$ cat src/rtl/adder_arbiter.sv
// Round-robin arbiter feeding one shared ripple-carry adder with a single result register.
// Latency: result registered 1 cycle after grant; one operation per cycle while out_ready is high.
// Backpressure: while a result is held and out_ready is low, no grant is issued and outputs hold.
module adder_arbiter #(
  parameter  int WIDTH = 8,
  parameter  int NREQ  = 4,
  localparam int IDW   = ($clog2(NREQ) > 1) ? $clog2(NREQ) : 1
) (
  input  logic                  clk,
  input  logic                  reset,
  input  logic [NREQ-1:0]       req,
  input  logic [NREQ*WIDTH-1:0] a,
  input  logic [NREQ*WIDTH-1:0] b,
  output logic [NREQ-1:0]       gnt,
  output logic                  out_valid,
  input  logic                  out_ready,
  output logic [WIDTH-1:0]      out_sum,
  output logic                  out_carry,
  output logic [IDW-1:0]        out_id
);

  logic [IDW-1:0]   r_ptr;
  logic             r_vld;
  logic [WIDTH-1:0] r_sum;
  logic             r_carry;
  logic [IDW-1:0]   r_id;

  logic             w_found;
  logic [IDW-1:0]   w_win;
  logic [IDW-1:0]   w_cand;
  logic             w_accept;
  logic [IDW-1:0]   w_ptr_nxt;
  logic [WIDTH-1:0] w_opa;
  logic [WIDTH-1:0] w_opb;
  logic [WIDTH-1:0] w_sum;
  logic             w_carry;
  logic             w_c;

  // Pick the first requesting index at or above ptr, wrapping to 0.
  always_comb begin
    w_found = 1'b0;
    w_win   = '0;
    w_cand  = '0;
    for (int k = 0; k < NREQ; k++) begin
      w_cand = IDW'((int'(r_ptr) + k) % NREQ);
      if (!w_found && req[w_cand]) begin
        w_found = 1'b1;
        w_win   = w_cand;
      end
    end
  end

  // Reset blocks acceptance so nothing granted during reset is ever consumed.
  assign w_accept  = !reset && w_found && (!r_vld || out_ready);
  assign w_ptr_nxt = (w_win == IDW'(NREQ - 1)) ? '0 : w_win + 1'b1;

  // One-hot grant to the winner, only in accepting cycles; also steers the operand mux.
  always_comb begin
    gnt   = '0;
    w_opa = '0;
    w_opb = '0;
    for (int i = 0; i < NREQ; i++) begin
      if (w_win == IDW'(i)) begin
        gnt[i] = w_accept;
        w_opa  = a[i*WIDTH +: WIDTH];
        w_opb  = b[i*WIDTH +: WIDTH];
      end
    end
  end

  // The single shared ripple-carry adder, carry-in 0, carry rippled LSB to MSB.
  always_comb begin
    w_sum = '0;
    w_c   = 1'b0;
    for (int i = 0; i < WIDTH; i++) begin
      w_sum[i] = w_opa[i] ^ w_opb[i] ^ w_c;
      w_c      = (w_opa[i] & w_opb[i]) | (w_c & (w_opa[i] ^ w_opb[i]));
    end
    w_carry = w_c;
  end

  // Result register and round-robin pointer: load on accept, drop valid on a pure drain.
  always_ff @(posedge clk) begin
    if (reset) begin
      r_ptr   <= '0;
      r_vld   <= 1'b0;
      r_sum   <= '0;
      r_carry <= 1'b0;
      r_id    <= '0;
    end else if (w_accept) begin
      r_ptr   <= w_ptr_nxt;
      r_vld   <= 1'b1;
      r_sum   <= w_sum;
      r_carry <= w_carry;
      r_id    <= w_win;
    end else if (out_ready) begin
      r_vld   <= 1'b0;
    end
  end

  assign out_valid = r_vld;
  assign out_sum   = r_sum;
  assign out_carry = r_carry;
  assign out_id    = r_id;

endmodule

$ cat config.mk
export PLATFORM = sky130hd
export DESIGN_NAME = adder_arbiter
export DESIGN_NICKNAME = d
export VERILOG_FILES = /design/src/rtl/adder_arbiter.sv
export SDC_FILE = /design/constraint.sdc
export NUM_CORES = 1
export LEC_CHECK = 0
export ABC_CLOCK_PERIOD_IN_PS = 13630
export BUFFER_PORTS_ARGS = -buffer_cell sky130_fd_sc_hd__buf_4
export CELL_PAD_IN_SITES_DETAIL_PLACEMENT = 1
export CELL_PAD_IN_SITES_GLOBAL_PLACEMENT = 1
export CORE_UTILIZATION = 25
export DETAILED_ROUTE_END_ITERATION = 12
export GPL_ROUTABILITY_DRIVEN = 0
export PLACE_DENSITY_LB_ADDON = 0.25
export SYNTH_ARGS = -nofsm -noshare
export SYNTH_HDL_FRONTEND = slang
export SYNTH_SLANG_ARGS = --single-unit
$ cat constraint.sdc
create_clock -name clk -period 13.63 [get_ports clk]
set_clock_uncertainty 0.05 [all_clocks]
set_input_delay 0.6815 -clock clk [delete_from_list [all_inputs] [get_ports clk]]
set_output_delay 0.6815 -clock clk [all_outputs]
set_load 0.02 [all_outputs]
======== Word-level counts from Yosys, hierarchy flattened ========
Index checks and enable logic that the tools add are counted.
cells by class
  $add $sub $neg .......................... 4
  order comparisons ....................... 4
  equality and inequality tests ........... 3
  multiplexer cells ....................... 31
  bitwise logic cells ..................... 37
  reduce and logical (&&, ||, !) cells .... 13
operators by type and width
  kind                                                                   number
  8-bit 2-to-1 mux                                                       8
  1-bit AND                                                              15
  1-bit bitwise XOR                                                      15
  1-bit 2-to-1 mux                                                       14
  2-bit by 3-bit < comparator with 1-bit output, second input constant   4
  2-bit 2-to-1 mux                                                       5
  1-bit binary-select mux with 2-bit select                              4
  1-bit bitwise OR                                                       7
  1-bit logical AND                                                      5
  1-bit logical NOT                                                      5
  2-bit by 1-bit adder with 2-bit output, second input constant          2
  2-bit adder, second input constant                                     2
  2-bit equality test, second input constant                             2
  2-bit by 1-bit equality test with 1-bit output, second input constant  1
  2-bit logical NOT                                                      1
  2-bit nonzero test                                                     1
  1-bit logical OR                                                       1
storage, ports and cells
  bits in registers ....................... 14
  input bits .............................. 71
  output and inout port bits .............. 16
  word-level logic and storage cells ...... 97

======== Longest topological paths before layout ========
  word-level depth ........................ 32
  depth in mapped cells ................... 23
  depth with buffers taken out ............ 21

======== Worst setup path before layout ========
No wires, ideal clock.
  path type ............................... input to register
  from .................................... input req[1]
  to ...................................... register r_sum[7] (netlist: out_sum[7])
  library setup time ...................... 121 ps
  arrival time ............................ 4734 ps
  required time ........................... 13459 ps
  slack ................................... 8725 ps
  stages on the path ...................... 22
  path buffers ............................ 2
  cells stage by stage .................... nand2b_1 -> a21oi_1 -> nor4_1 -> inv_1 -> ha_1 -> buf_2 -> inv_1 -> clkbuf_1 -> o21ai_0 -> o21ai_0 -> ha_1 -> fa_1 -> fa_1 -> fa_1 -> inv_1 -> fa_1 -> fa_1 -> fa_1 -> inv_1 -> fa_1 -> nand2_1 -> o21ai_0
between the ends
  word-level cells in the longest chain between the ends .. 31
  elaborated cells on any way between the ends .. 63
  those cells by class .................... eq/ne (3); mux (24); bitwise (27); reduce/logical (9)
ends and longest elaborated chain
  element                                    RTL line  text
  start, declared                            11        input logic [NREQ-1:0] req,
  1-bit binary-select mux with 2-bit select  46        if (!w_found && req[w_cand]) begin
  1-bit 2-to-1 mux (not written as such)     46
  1-bit 2-to-1 mux                           46
  1-bit logical NOT                          46
  1-bit logical AND                          46
  1-bit 2-to-1 mux                           46
  1-bit logical NOT                          46
  1-bit logical AND                          46
  [... 4 more ...]                           n/a
  net w_win[0]                               29        logic [IDW-1:0] w_win;
  [... 12 more ...]                          n/a
  1-bit AND                                  77        w_c = (w_opa[i] & w_opb[i]) | (w_c & (w_opa[i] ^ w_opb[i]));
  1-bit bitwise OR                           77
  1-bit AND                                  77
  1-bit bitwise OR                           77
  1-bit AND                                  77
  1-bit bitwise OR                           77
  1-bit bitwise XOR (*)                      76        w_sum[i] = w_opa[i] ^ w_opb[i] ^ w_c;
  net w_sum[7]                               35        logic [WIDTH-1:0] w_sum;
  end signal, assigned                       93        r_sum <= w_sum;
  end, declared                              24        logic [WIDTH-1:0] r_sum;
The timed path passes the listed nets; every way through them passes the cells marked *. The select of a mux whose other input is x is not followed.
A chain may end at the register's enable or synchronous reset.

======== Worst setup path in the final report ========
  from .................................... input req[3]
  to ...................................... register r_sum[7] (netlist: out_sum[7])
The elaborated chain is that of the path after synthesis.

==> impl_metrics.py <==
metrics = {
    "cts": {
        "cts_tree": "yes",
        "cts_hold_buffers": 0,
        "path_clk_slew_ns": 0.06,
        "cts_sinks": 14,
        "h-tree-depth": 1,
        "postCtsSetupBuffers": 0,
        "clk-insertion-delay-late_ns": 0.24,
        "cts-resized-gates": 0,
        "clock-root-buffer": "clkbuf_8",
        "numCtsBuffers": 3,
        "clockBufferDepth": 2,
    },
    "global_routing": {
        "grt-ovfl-total": 0,
        "met3_usage_pct": 3.35,
        "grt_pass1_wl_mm": 6.78,
        "met2_usage_pct": 25.8,
        "track_usage_pct": 15.8,
        "met1_usage_pct": 21.4,
        "grt_max_degree": 34,
        "grt_pass1_vias": 1535,
        "grt-busiest-layer": "met2",
        "antenna_found_initial": 0,
    },
    "min_path": {
        "hold_end": "out_sum[2]$_SDFFE_PP0P_",
        "worstHoldStart": "out_sum[2]$_SDFFE_PP0P_",
        "hold_path_depth": 2,
        "hp-class": "reg -> reg",
    },
    "cells_and_area": {
        "syn_to_final_growth_pct": 53.9,
        "num-fill-cells": 648,
        "final-seq-area_um2": 280,
        "instances_no_fill": 327,
        "drive_gt1_share_pct": 36.2,
        "multi_input_comb_area_um2": 950,
        "nets": 341,
        "antenna_cells": 0,
    },
    "floorplanning": {
        "rows": 26,
        "fp.dieW_um": 74.8,
        "core-area_um2": 5110,
        "dieArea_um2": 5600,
        "die_h_um": 74.8,
        "io_pins": 87,
        "initial_core_util_pct": 26.0,
    },
    "timing": {
        "tightest_slew_ns": 0.953,
        "slew_viol_final": 0,
        "min_period_over_period_pct": 40.3,
        "rsz0062_at_grt": "no",
        "finalSetupTns_ns": 0,
        "setup-violations-final": 0,
        "min_period_ns": 5.50,
        "relSlewSlack_pct": 36.5,
        "fmax_mhz": 182,
        "hold_violations": 0,
    },
    "setup_path": {
        "crit-reg2reg-launch": "r_ptr[1]$_SDFFE_PP0P_",
        "cp_cell_sequence": "buf_4 > nor4_4 > nor4_1 > inv_1 > ha_1 > inv_1 > o21ai_0 > o21ai_0 > ha_1 > fa_1 > fa_1 > fa_1 > inv_1 > fa_1 > fa_1 > fa_1 > inv_1 > fa_1 > nand2_1 > o21ai_0",
        "r2r_slack_ns": 8.22,
        "critPathKind": "in -> reg",
        "crit_fanout": 17,
        "max_stage_delay_ns": 0.56,
        "critPathLaunchType": "input port",
        "worst_ep_required_time_ns": 13.67,
        "arrival_ns": 5.54,
        "critPathCaptureType": "flop",
        "cpMostUsedCell": "fa_1",
        "critPathSlowestCell": "ha_1",
        "r2r_cells": 20,
        "reg2reg_to": "out_sum[7]$_SDFFE_PP0P_",
    },
    "yosys": {
        "synthTopCellsByArea": "dfxtp_1, o21ai_0, fa_1",
        "postSynthCellCount": 181,
        "ys.flop_type": "dfxtp_1",
        "netlist_area_um2": 1330,
        "syn_avg_cell_area_um2": 7.33,
        "synth_edf_count": 0,
        "synth_nets": 264,
        "yosys_register_bits": 14,
        "ys_seq_area_share_pct": 21.1,
        "synth_cell_type_count": 28,
        "synth_top_area_share_pct": 21.1,
        "async_flop_share_pct": 0,
        "yosys.area.top_type": "dfxtp_1",
        "yosys_warnings": 0,
    },
    "placement": {
        "dp_cells": 323,
        "dpl.hpwl_mm": 3.56,
        "portBuffers": 86,
    },
    "flow_run": {
        "maxCapViolations": 0,
    },
    "routing": {
        "routed_wl_mm": 4.29,
        "detailroute.via_count": 1514,
        "drt_first_pass_iters": 4,
        "drc": 0,
        "vias_per_cell": 4.63,
        "wl_per_cell_um": 13.1,
        "drt-initial-drc-count": 67,
        "ant_nets": 0,
    },
    "power": {
        "leakage_uw": 0.000897,
        "power_frac_comb_pct": 62.8,
        "vdd_drop_max_uv": 40.6,
        "seq_power_share_pct": 22.4,
        "clock_power_share_pct": 14.8,
        "switching_share_pct": 43.4,
        "p_switching_uw": 118,
        "p_per_area_nw_per_um2": 133,
        "p_int_uw": 154,
    },
    "run_status": {
        "status": "completed",
    },
}
==> routing by layer <==
layer / wire length [µm] / part of all wire (%) / vias to the layer above
li1: - / - / 787
met1: 2110 / 49 / 668
met2: 1850 / 43 / 55
met3: 286 / 6.7 / 4
met4: 46 / 1.1 / 0
met5: 0 / 0 / -
==> worst max path at each step <==
stage	startpoint	end	slack [ns]	cells past startpoint
after CTS	req[3]	out_sum[7]$_SDFFE_PP0P_	8.07	20
after detailed placement	req[1]	out_sum[7]$_SDFFE_PP0P_	7.81	21
after global routing	req[1]	out_sum[7]$_SDFFE_PP0P_	7.67	21
after global placement	req[3]	out_sum[7]$_SDFFE_PP0P_	8.08	20
final	req[3]	out_sum[7]$_SDFFE_PP0P_	8.13	20
after floorplan	req[1]	out_sum[7]$_SDFFE_PP0P_	8.72	22
==> synthesized netlist by cell type, types with 3 or more instances <==
cell      instances
clkbuf_1          7
ha_1              5
nand2_1          26
nand2b_1         10
o21ai_0          33
nor2_1           11
a21oi_1          18
nor3_1            7
a211oi_1          3
fa_1              7
buf_2             5
a221oi_1          6
and2_1            3
dfxtp_1          14
inv_1             6
==> placed cells by master, fill, tap and decap left out, drive strengths merged, types with 3 or more instances in the layout <==
cell type,n
fa,7
nand2,26
a21oi,18
nor4,3
nor3,8
ha,5
a211oi,4
dfxtp,14
buf,86
inv,6
nor2,11
clkbuf,4
a221oi,6
o21ai,35
nand2b,10
and2,3
==> per-stage QoR <==
step | worst slack, ns | instance area (µm²) | util (%) | hold WS, ns | power [µW]
3_5_place_dp | 7.81 | 1990 | 38.9 | 0.416 | 236
4_1_cts | 8.07 | 2040 | 40.0 | 0.432 | 278
3_3_place_gp | 8.08 | 1990 | 38.9 | 0.415 | 232
5_1_grt | 7.67 | 2040 | 40.0 | 0.467 | 302
6_report | 8.13 | 2040 | 40.0 | 0.430 | 272
2_1_floorplan | 8.72 | 1330 | - | 0.454 | 174
==> state kept, by name, indices dropped and copies added, names as in the netlist <==
register and cells:
out_id 2, out_sum 8, out_carry 1, r_ptr 2, out_valid 1
==> critical path, delay by kind of cell <==
| kind | cells | cell delay [ns] |
|---|---|---|
| buf+inv | 5 | 0.80 |
| compound gates | 3 | 0.49 |
| fa+ha+maj | 9 | 2.91 |
| simple gates | 3 | 0.64 |
==> power groups by stage <==
| stage | sequential (µW) | clock [µW] | combinational (µW) |
|---|---|---|---|
| floorplan | 72.7 | 0 | 102 |
| global placement | 61.5 | 0 | 170 |
| detailed placement | 62.0 | 0 | 174 |
| CTS | 61.1 | 41.4 | 175 |
| global route | 62.4 | 42.7 | 197 |
| finish | 60.9 | 40.3 | 171 |
==> final cells by class <==
type                    count  share of cell area [%]
repair buffers             86                    31.6
flip-flops and latches     14                    13.7
well taps                  70                    4.29
multi-input cells         147                    46.5
clock buffers               4                    2.70
inverters                   6                    1.10
==> cells by family after synthesis <==
kind of cell / share of synthesized area [%]
and+or+nand+nor: 25.1
AOI/OAI and AO/OA: 29.7
adders and majority gates: 15.3
muxes: 1.51
DFF: 21.1
buffers and inverters: 7.26
Note: power is estimated with default switching activity, not from simulation.
